## src/rtl/hazard_pkg.sv

```systemverilog
// Shared definitions for the pipeline hazard unit: forwarding select codes,
// the zero register and the shadow-slot records tracked per pipeline stage.
package hazard_pkg;

    localparam logic [1:0] FWD_RF   = 2'b00;
    localparam logic [1:0] FWD_MEM  = 2'b01;
    localparam logic [1:0] FWD_WB   = 2'b10;
    localparam logic [4:0] REG_ZERO = 5'd0;

    typedef struct packed {
        logic [4:0] rs;
        logic [4:0] rt;
        logic [4:0] wreg;
        logic       wen;
        logic       load;
    } slot_t;

    // Later stages only need to know what they will write back.
    typedef struct packed {
        logic [4:0] wreg;
        logic       wen;
        logic       load;
    } wslot_t;

    // A load still in MEM has no data yet, so only non-load MEM writers forward.
    function automatic logic [1:0] fwd_select(input logic [4:0] src,
                                              input wslot_t     mem,
                                              input wslot_t     wb);
        logic [1:0] sel;
        sel = FWD_RF;
        if (mem.wen && mem.wreg != REG_ZERO && mem.wreg == src && !mem.load)
            sel = FWD_MEM;
        else if (wb.wen && wb.wreg != REG_ZERO && wb.wreg == src)
            sel = FWD_WB;
        return sel;
    endfunction

endpackage

```

## src/rtl/hazard_if.sv

```systemverilog
// Bundle between the ID-stage control and the hazard unit: ID instruction
// fields and squash in, stall/forwarding decisions and stall count out.
interface hazard_if;

    logic [4:0]  id_rs;
    logic [4:0]  id_rt;
    logic        id_use_rs;
    logic        id_use_rt;
    logic [4:0]  id_wreg;
    logic        id_wen;
    logic        id_load;
    logic        flush;
    logic        stall;
    logic [1:0]  fwd_a_sel;
    logic [1:0]  fwd_b_sel;
    logic [31:0] stall_cnt;

    modport master (
        output id_rs, id_rt, id_use_rs, id_use_rt, id_wreg, id_wen, id_load, flush,
        input  stall, fwd_a_sel, fwd_b_sel, stall_cnt
    );

    modport slave (
        input  id_rs, id_rt, id_use_rs, id_use_rt, id_wreg, id_wen, id_load, flush,
        output stall, fwd_a_sel, fwd_b_sel, stall_cnt
    );

endinterface

```

## src/rtl/hazard_slot.sv

```systemverilog
// One pipeline shadow slot: async-reset register that loads a bubble (all
// zeros) instead of its input when bubble is high.
module hazard_slot #(
    parameter int W = 17
) (
    input  logic         clk,
    input  logic         rst_n,
    input  logic         bubble,
    input  logic [W-1:0] d,
    output logic [W-1:0] q
);

    always_ff @(posedge clk or negedge rst_n) begin
        if (!rst_n)
            q <= '0;
        else if (bubble)
            q <= '0;
        else
            q <= d;
    end

endmodule

```

## src/rtl/hazard_unit.sv

```systemverilog
// Load-use stall detection and EX operand forwarding for a 5-stage pipeline.
// Optional stall counter is enabled by defining HAZARD_STALL_CNT_EN.
module hazard_unit
    import hazard_pkg::*;
(
    input  logic     clk,
    input  logic     rst_n,
    hazard_if.slave  bus
);

    slot_t  id_slot;
    slot_t  ex_q;
    wslot_t ex_w;
    wslot_t mem_q;
    wslot_t wb_q;
    logic   stall;
    logic   ex_bubble;

    always_comb begin
        id_slot      = '0;
        id_slot.rs   = bus.id_rs;
        id_slot.rt   = bus.id_rt;
        id_slot.wreg = bus.id_wreg;
        id_slot.wen  = bus.id_wen;
        id_slot.load = bus.id_load;
    end

    always_comb begin
        ex_w      = '0;
        ex_w.wreg = ex_q.wreg;
        ex_w.wen  = ex_q.wen;
        ex_w.load = ex_q.load;
    end

    // A load in EX cannot supply its data to the very next instruction.
    always_comb begin
        stall = 1'b0;
        if (ex_q.load && ex_q.wen && ex_q.wreg != REG_ZERO) begin
            if ((bus.id_use_rs && bus.id_rs == ex_q.wreg) ||
                (bus.id_use_rt && bus.id_rt == ex_q.wreg))
                stall = 1'b1;
        end
    end

    assign ex_bubble     = stall | bus.flush;
    assign bus.stall     = stall;
    assign bus.fwd_a_sel = fwd_select(ex_q.rs, mem_q, wb_q);
    assign bus.fwd_b_sel = fwd_select(ex_q.rt, mem_q, wb_q);

    hazard_slot #(.W($bits(slot_t))) u_ex (
        .clk    (clk),
        .rst_n  (rst_n),
        .bubble (ex_bubble),
        .d      (id_slot),
        .q      (ex_q)
    );

    hazard_slot #(.W($bits(wslot_t))) u_mem (
        .clk    (clk),
        .rst_n  (rst_n),
        .bubble (1'b0),
        .d      (ex_w),
        .q      (mem_q)
    );

    hazard_slot #(.W($bits(wslot_t))) u_wb (
        .clk    (clk),
        .rst_n  (rst_n),
        .bubble (1'b0),
        .d      (mem_q),
        .q      (wb_q)
    );

`ifdef HAZARD_STALL_CNT_EN
    logic [31:0] stall_cnt_q;

    always_ff @(posedge clk or negedge rst_n) begin
        if (!rst_n)
            stall_cnt_q <= '0;
        else if (stall && stall_cnt_q != 32'hFFFF_FFFF)
            stall_cnt_q <= stall_cnt_q + 32'd1;
    end

    assign bus.stall_cnt = stall_cnt_q;
`else
    assign bus.stall_cnt = '0;
`endif

endmodule

```

## src/flat_wrapper.sv

```systemverilog
// flat-port wrapper written by rule: the top's interface ports become plain ports
module hazard_unit_flat import hazard_pkg::*;
  (clk, rst_n, bus_id_rs, bus_id_rt, bus_id_use_rs, bus_id_use_rt, bus_id_wreg, bus_id_wen, bus_id_load, bus_flush, bus_stall, bus_fwd_a_sel, bus_fwd_b_sel, bus_stall_cnt);
  hazard_if bus_i ();
  input  logic clk;
  input  logic rst_n;
  input wire logic [$bits(bus_i.id_rs)-1:0] bus_id_rs;
  input wire logic [$bits(bus_i.id_rt)-1:0] bus_id_rt;
  input wire logic [$bits(bus_i.id_use_rs)-1:0] bus_id_use_rs;
  input wire logic [$bits(bus_i.id_use_rt)-1:0] bus_id_use_rt;
  input wire logic [$bits(bus_i.id_wreg)-1:0] bus_id_wreg;
  input wire logic [$bits(bus_i.id_wen)-1:0] bus_id_wen;
  input wire logic [$bits(bus_i.id_load)-1:0] bus_id_load;
  input wire logic [$bits(bus_i.flush)-1:0] bus_flush;
  output wire logic [$bits(bus_i.stall)-1:0] bus_stall;
  output wire logic [$bits(bus_i.fwd_a_sel)-1:0] bus_fwd_a_sel;
  output wire logic [$bits(bus_i.fwd_b_sel)-1:0] bus_fwd_b_sel;
  output wire logic [$bits(bus_i.stall_cnt)-1:0] bus_stall_cnt;
  assign bus_i.id_rs = bus_id_rs;
  assign bus_i.id_rt = bus_id_rt;
  assign bus_i.id_use_rs = bus_id_use_rs;
  assign bus_i.id_use_rt = bus_id_use_rt;
  assign bus_i.id_wreg = bus_id_wreg;
  assign bus_i.id_wen = bus_id_wen;
  assign bus_i.id_load = bus_id_load;
  assign bus_i.flush = bus_flush;
  assign bus_stall = bus_i.stall;
  assign bus_fwd_a_sel = bus_i.fwd_a_sel;
  assign bus_fwd_b_sel = bus_i.fwd_b_sel;
  assign bus_stall_cnt = bus_i.stall_cnt;
  hazard_unit u_core (.clk(clk), .rst_n(rst_n), .bus(bus_i));
endmodule
```

## config.mk

```make
export PLATFORM = sky130hd
export DESIGN_NAME = hazard_unit_flat
export DESIGN_NICKNAME = d
export VERILOG_FILES = /design/src/rtl/hazard_pkg.sv /design/src/rtl/hazard_if.sv /design/src/rtl/hazard_slot.sv /design/src/rtl/hazard_unit.sv /design/src/flat_wrapper.sv
export SDC_FILE = /design/constraint.sdc
export NUM_CORES = 1
export LEC_CHECK = 0
export BUFFER_PORTS_ARGS = -buffer_cell sky130_fd_sc_hd__buf_2
export CORE_UTILIZATION = 45
export CTS_CLUSTER_DIAMETER = 120
export DETAILED_ROUTE_END_ITERATION = 8
export HOLD_SLACK_MARGIN = 0.02
export PLACE_DENSITY = 0.7
export SLEW_MARGIN = 40
export SYNTH_ARGS = -nofsm -noshare
export SYNTH_HDL_FRONTEND = slang
export SYNTH_SLANG_ARGS = --single-unit
```

## constraint.sdc

```tcl
create_clock -name clk -period 2.1 [get_ports clk]
set_clock_uncertainty 0.1 [all_clocks]
set_input_delay 0.21 -clock clk [delete_from_list [all_inputs] [get_ports clk]]
set_output_delay 0.21 -clock clk [all_outputs]
set_load 0.1 [all_outputs]
```

==> summary.txt <==
Outcome
  – Status: finished, violations left
  – Failing checks: setup timing

Global routing
  – Global-route wire length before repair: 5260 um
  – Global Route Usage Sum: 17.6%
  – GRT overflow: 0
  – Met3 usage: about 4.9%
  – Met2 Track Usage GR: a little under 30%
  – GR Util met1: approximately 21%
  – Vias in the first global route: around 1100
  – Layer with the highest usage: met2
  – Largest net degree at the start of global routing: 31
  – Initial antenna violation count: 0

Yosys
  – Cell count after synthesis: around 150
  – Synth Area in Adders: 0%
  – Largest family of logic cells by synthesized area: buffers and inverters
  – Number of distinct library cells after synthesis: 25
  – Number of synthesized register bits: 30
  – Syn avg cell area: between 10 and 15 um^2
  – Simple logic cell fraction of the synthesized area: approximately an eighth
  – Compound-gate portion of the synthesized area: a little under a tenth
  – Post-Syn Area: roughly 1700 um^2
  – Synth Area in XOR/XNOR: 15.6%
  – Mux contribution to synthesized area: 0%
  – Yosys warns: 0
  – Register area share after synthesis: about 45%

Power and ir drop
  – Lkg Pwr: 0.952 nW
  – Pwr dens: 755 nW/um^2
  – Peak VDD IR: 445 uV

Cells and area
  – Share of cells above drive strength 1: roughly a third
  – Ant diodes: 0
  – Fin area: ~2000 um^2
  – Final-stage net count: approximately 210
  – Area Growth Syn to Fin: 21.2%
  – Fin cells: 236

Hold path
  – Hold Crit Class: input port to register
  – Hold_sp: bus_id_wreg[2]
  – Hold EP: u_core.u_ex.q[4]
  – Hold path depth: 3

Worst setup path
  – Crit Path Class: register to output pin
  – CP arrival: roughly 2.0 ns
  – Worst Path Required: approximately 1.8 ns
  – Setup crit start kind: register
  – CP max FO: 4
  – RR Endpoint: u_core.u_ex.q[1]
  – Endpoint class of the critical path: output pin
  – Worst r2r src: u_core.u_ex.q[2]
  – Worst-case reg-to-reg path depth: 5
  – R2R setup slack: roughly 0.24 ns

CTS
  – Clock transition at path regs: roughly 0.060 ns
  – CTS sink count: 30
  – H-tree depth: 2
  – CTS root buf: clkbuf_8
  – CTS Buffer Depth: 2
  – TritonCTS buffer count: 5
  – TritonCTS clock tree: yes
  – Worst-Skew Late Latency: ~0.27 ns

Floorplanning
  – Die area: approximately 4000 um^2
  – Row Count: 21
  – Die height: between 60 and 70 um
  – Core Region: approximately 3500 um^2
  – Io pins: 59
  – Starting density of the core: between 40 and 50%
  – Die width: 63.1 um

STA
  – Relative slew margins: 57.8%
  – Minimum clock period: roughly 2.3 ns
  – Tcrit/Tclk final: 110%
  – RSZ-0062 raised after global routing: true
  – # setup viols final: 2
  – Slew Viols, Final: 0
  – Setup WS post-layout: -0.201 ns
  – Worst slew pin tran: approximately 0.63 ns
  – Peak Freq: about 0.43 GHz
  – Final Hold Fails: 0

Place
  – PortBufs: 26
  – DPL Wire Length: between 2000 and 2500 um
  – Post-DP Area: between 1500 and 2000 um^2
  – Final GP Congestion: between 0.8 and 0.9
  – Cells after DPL: roughly 220

Run
  – Max-Cap Viols: 0

Drt
  – Wire per inst: about 13 um
  – Routed WL: just over 3000 um
  – DRT iter0 DRCs: 15
  – Via total after detailed routing: around 1100
  – Residual DRC: 0
  – Post-route ant nets: 0
  – Pre-antenna DRT Iters: 4
  – Detail-routed via count per cell: roughly 4.5
==> where the power goes <==
part           leakage, nW  total [W]  internal (W)  switching (W)
clock network       0.0482   0.000455      0.000263       0.000191
registers            0.384   0.000643      0.000609      0.0000343
logic                0.520   0.000441     0.0000921       0.000349
total                0.952    0.00154      0.000964       0.000574
==> critical path: stages (launching register included) <==
cell and delay, ns:
dfrtp_1 0.43, or4_4 0.56, o21ai_4 0.21, nor4_4 0.10
nor4_4 0.20, buf_12 0.21
==> metal layers <==
layer  vias up  routed length, um
met5         -                  0
met4         0                 68
met3         7                158
met2        41               1640
met1       507               1200
li1        509                  -
==> cell type report <==
| type | instances | area, um^2 |
|---|---|---|
| multi-input cells | 117 | 860 |
| clock inverters | 1 | 5.00 |
| clock buffers | 7 | 86.3 |
| flip-flops and latches | 30 | 753 |
| fillers | 316 | 1430 |
| well taps | 46 | 57.6 |
| repair buffers | 35 | 275 |
==> registers in the layout (all words and copies together), names as in the netlist <==
name            count
u_core.u_mem.q      7
u_core.u_ex.q      17
u_core.u_wb.q       6
==> cell usage in the layout, fill, tap and decap left out, drive strengths merged, types with 4 or more instances in the layout <==
master / n
a21oi: 17
xor2: 14
dfrtp: 30
xnor2: 16
clkbuf: 7
or4: 4
nand2b: 17
buf: 34
nor4: 4
conb: 32
==> worst max-delay path by stage <==
stage / startpoint / end / slack [ns] / cells past startpoint
floorplan: u_core.u_mem.q[2] / bus_fwd_b_sel[1] / -0.58 / 4
global placement: u_core.u_wb.q[6] / bus_fwd_b_sel[1] / 0.12 / 5
detailed placement: u_core.u_mem.q[2] / bus_fwd_b_sel[1] / 0.07 / 5
CTS: u_core.u_mem.q[2] / bus_fwd_b_sel[1] / -0.22 / 5
global route: u_core.u_wb.q[6] / bus_fwd_a_sel[1] / -0.28 / 5
finish: u_core.u_mem.q[2] / bus_fwd_b_sel[1] / -0.20 / 5
==> stage by stage <==
step           hold WS (ns)  setup TNS, ns  total power, W  utilization, %  setup slack (ns)
6_report             0.0595         -0.381         0.00154            58.7            -0.201
2_1_floorplan        -0.186          -1.32         0.00106               -            -0.579
3_5_place_dp          0.173              0         0.00108            53.6            0.0665
5_1_grt              0.0651         -0.589         0.00161            58.7            -0.276
3_3_place_gp          0.158              0         0.00107            53.6             0.119
4_1_cts              0.0527         -0.409         0.00155            57.9            -0.217
==> kinds of logic (layout without fill, tap and decap cells) <==
| family | count (synthesis) | after routing |
|---|---|---|
| buffers and inverters | 36 | 43 |
| AO/OA/AOI/OAI | 21 | 21 |
| flip-flops | 30 | 30 |
| AND/OR/NAND/NOR | 34 | 34 |
| XOR/XNOR | 30 | 30 |
| other | 1 | 32 |
==> what timing repair did <==
action                                  CTS  global route
gates resized for setup                   4             5
hold buffers                              1             0
setup buffers                             4             1
pin swaps                                 2            11
endpoints found under the setup margin    4             5
hold endpoints to repair                 30             0
==> cell usage after synthesis (all sizes together) <==
master,count,area [um^2]
conb,1,3.75
o311a,1,10.0
nand2b,17,106
nand4,2,12.5
nand2,2,7.51
nor4,4,37.5
xnor2,16,140
o21ai,2,13.8
buf,35,277
or4,4,30.0
xor2,14,123
a21oi,17,123
dfrtp,30,751
and2,1,7.51
nand3,2,10.0
clkbuf,1,3.75
o22ai,1,12.5
or3,1,6.26
nor2b,1,6.26
Power figures use the tool's default switching activity.
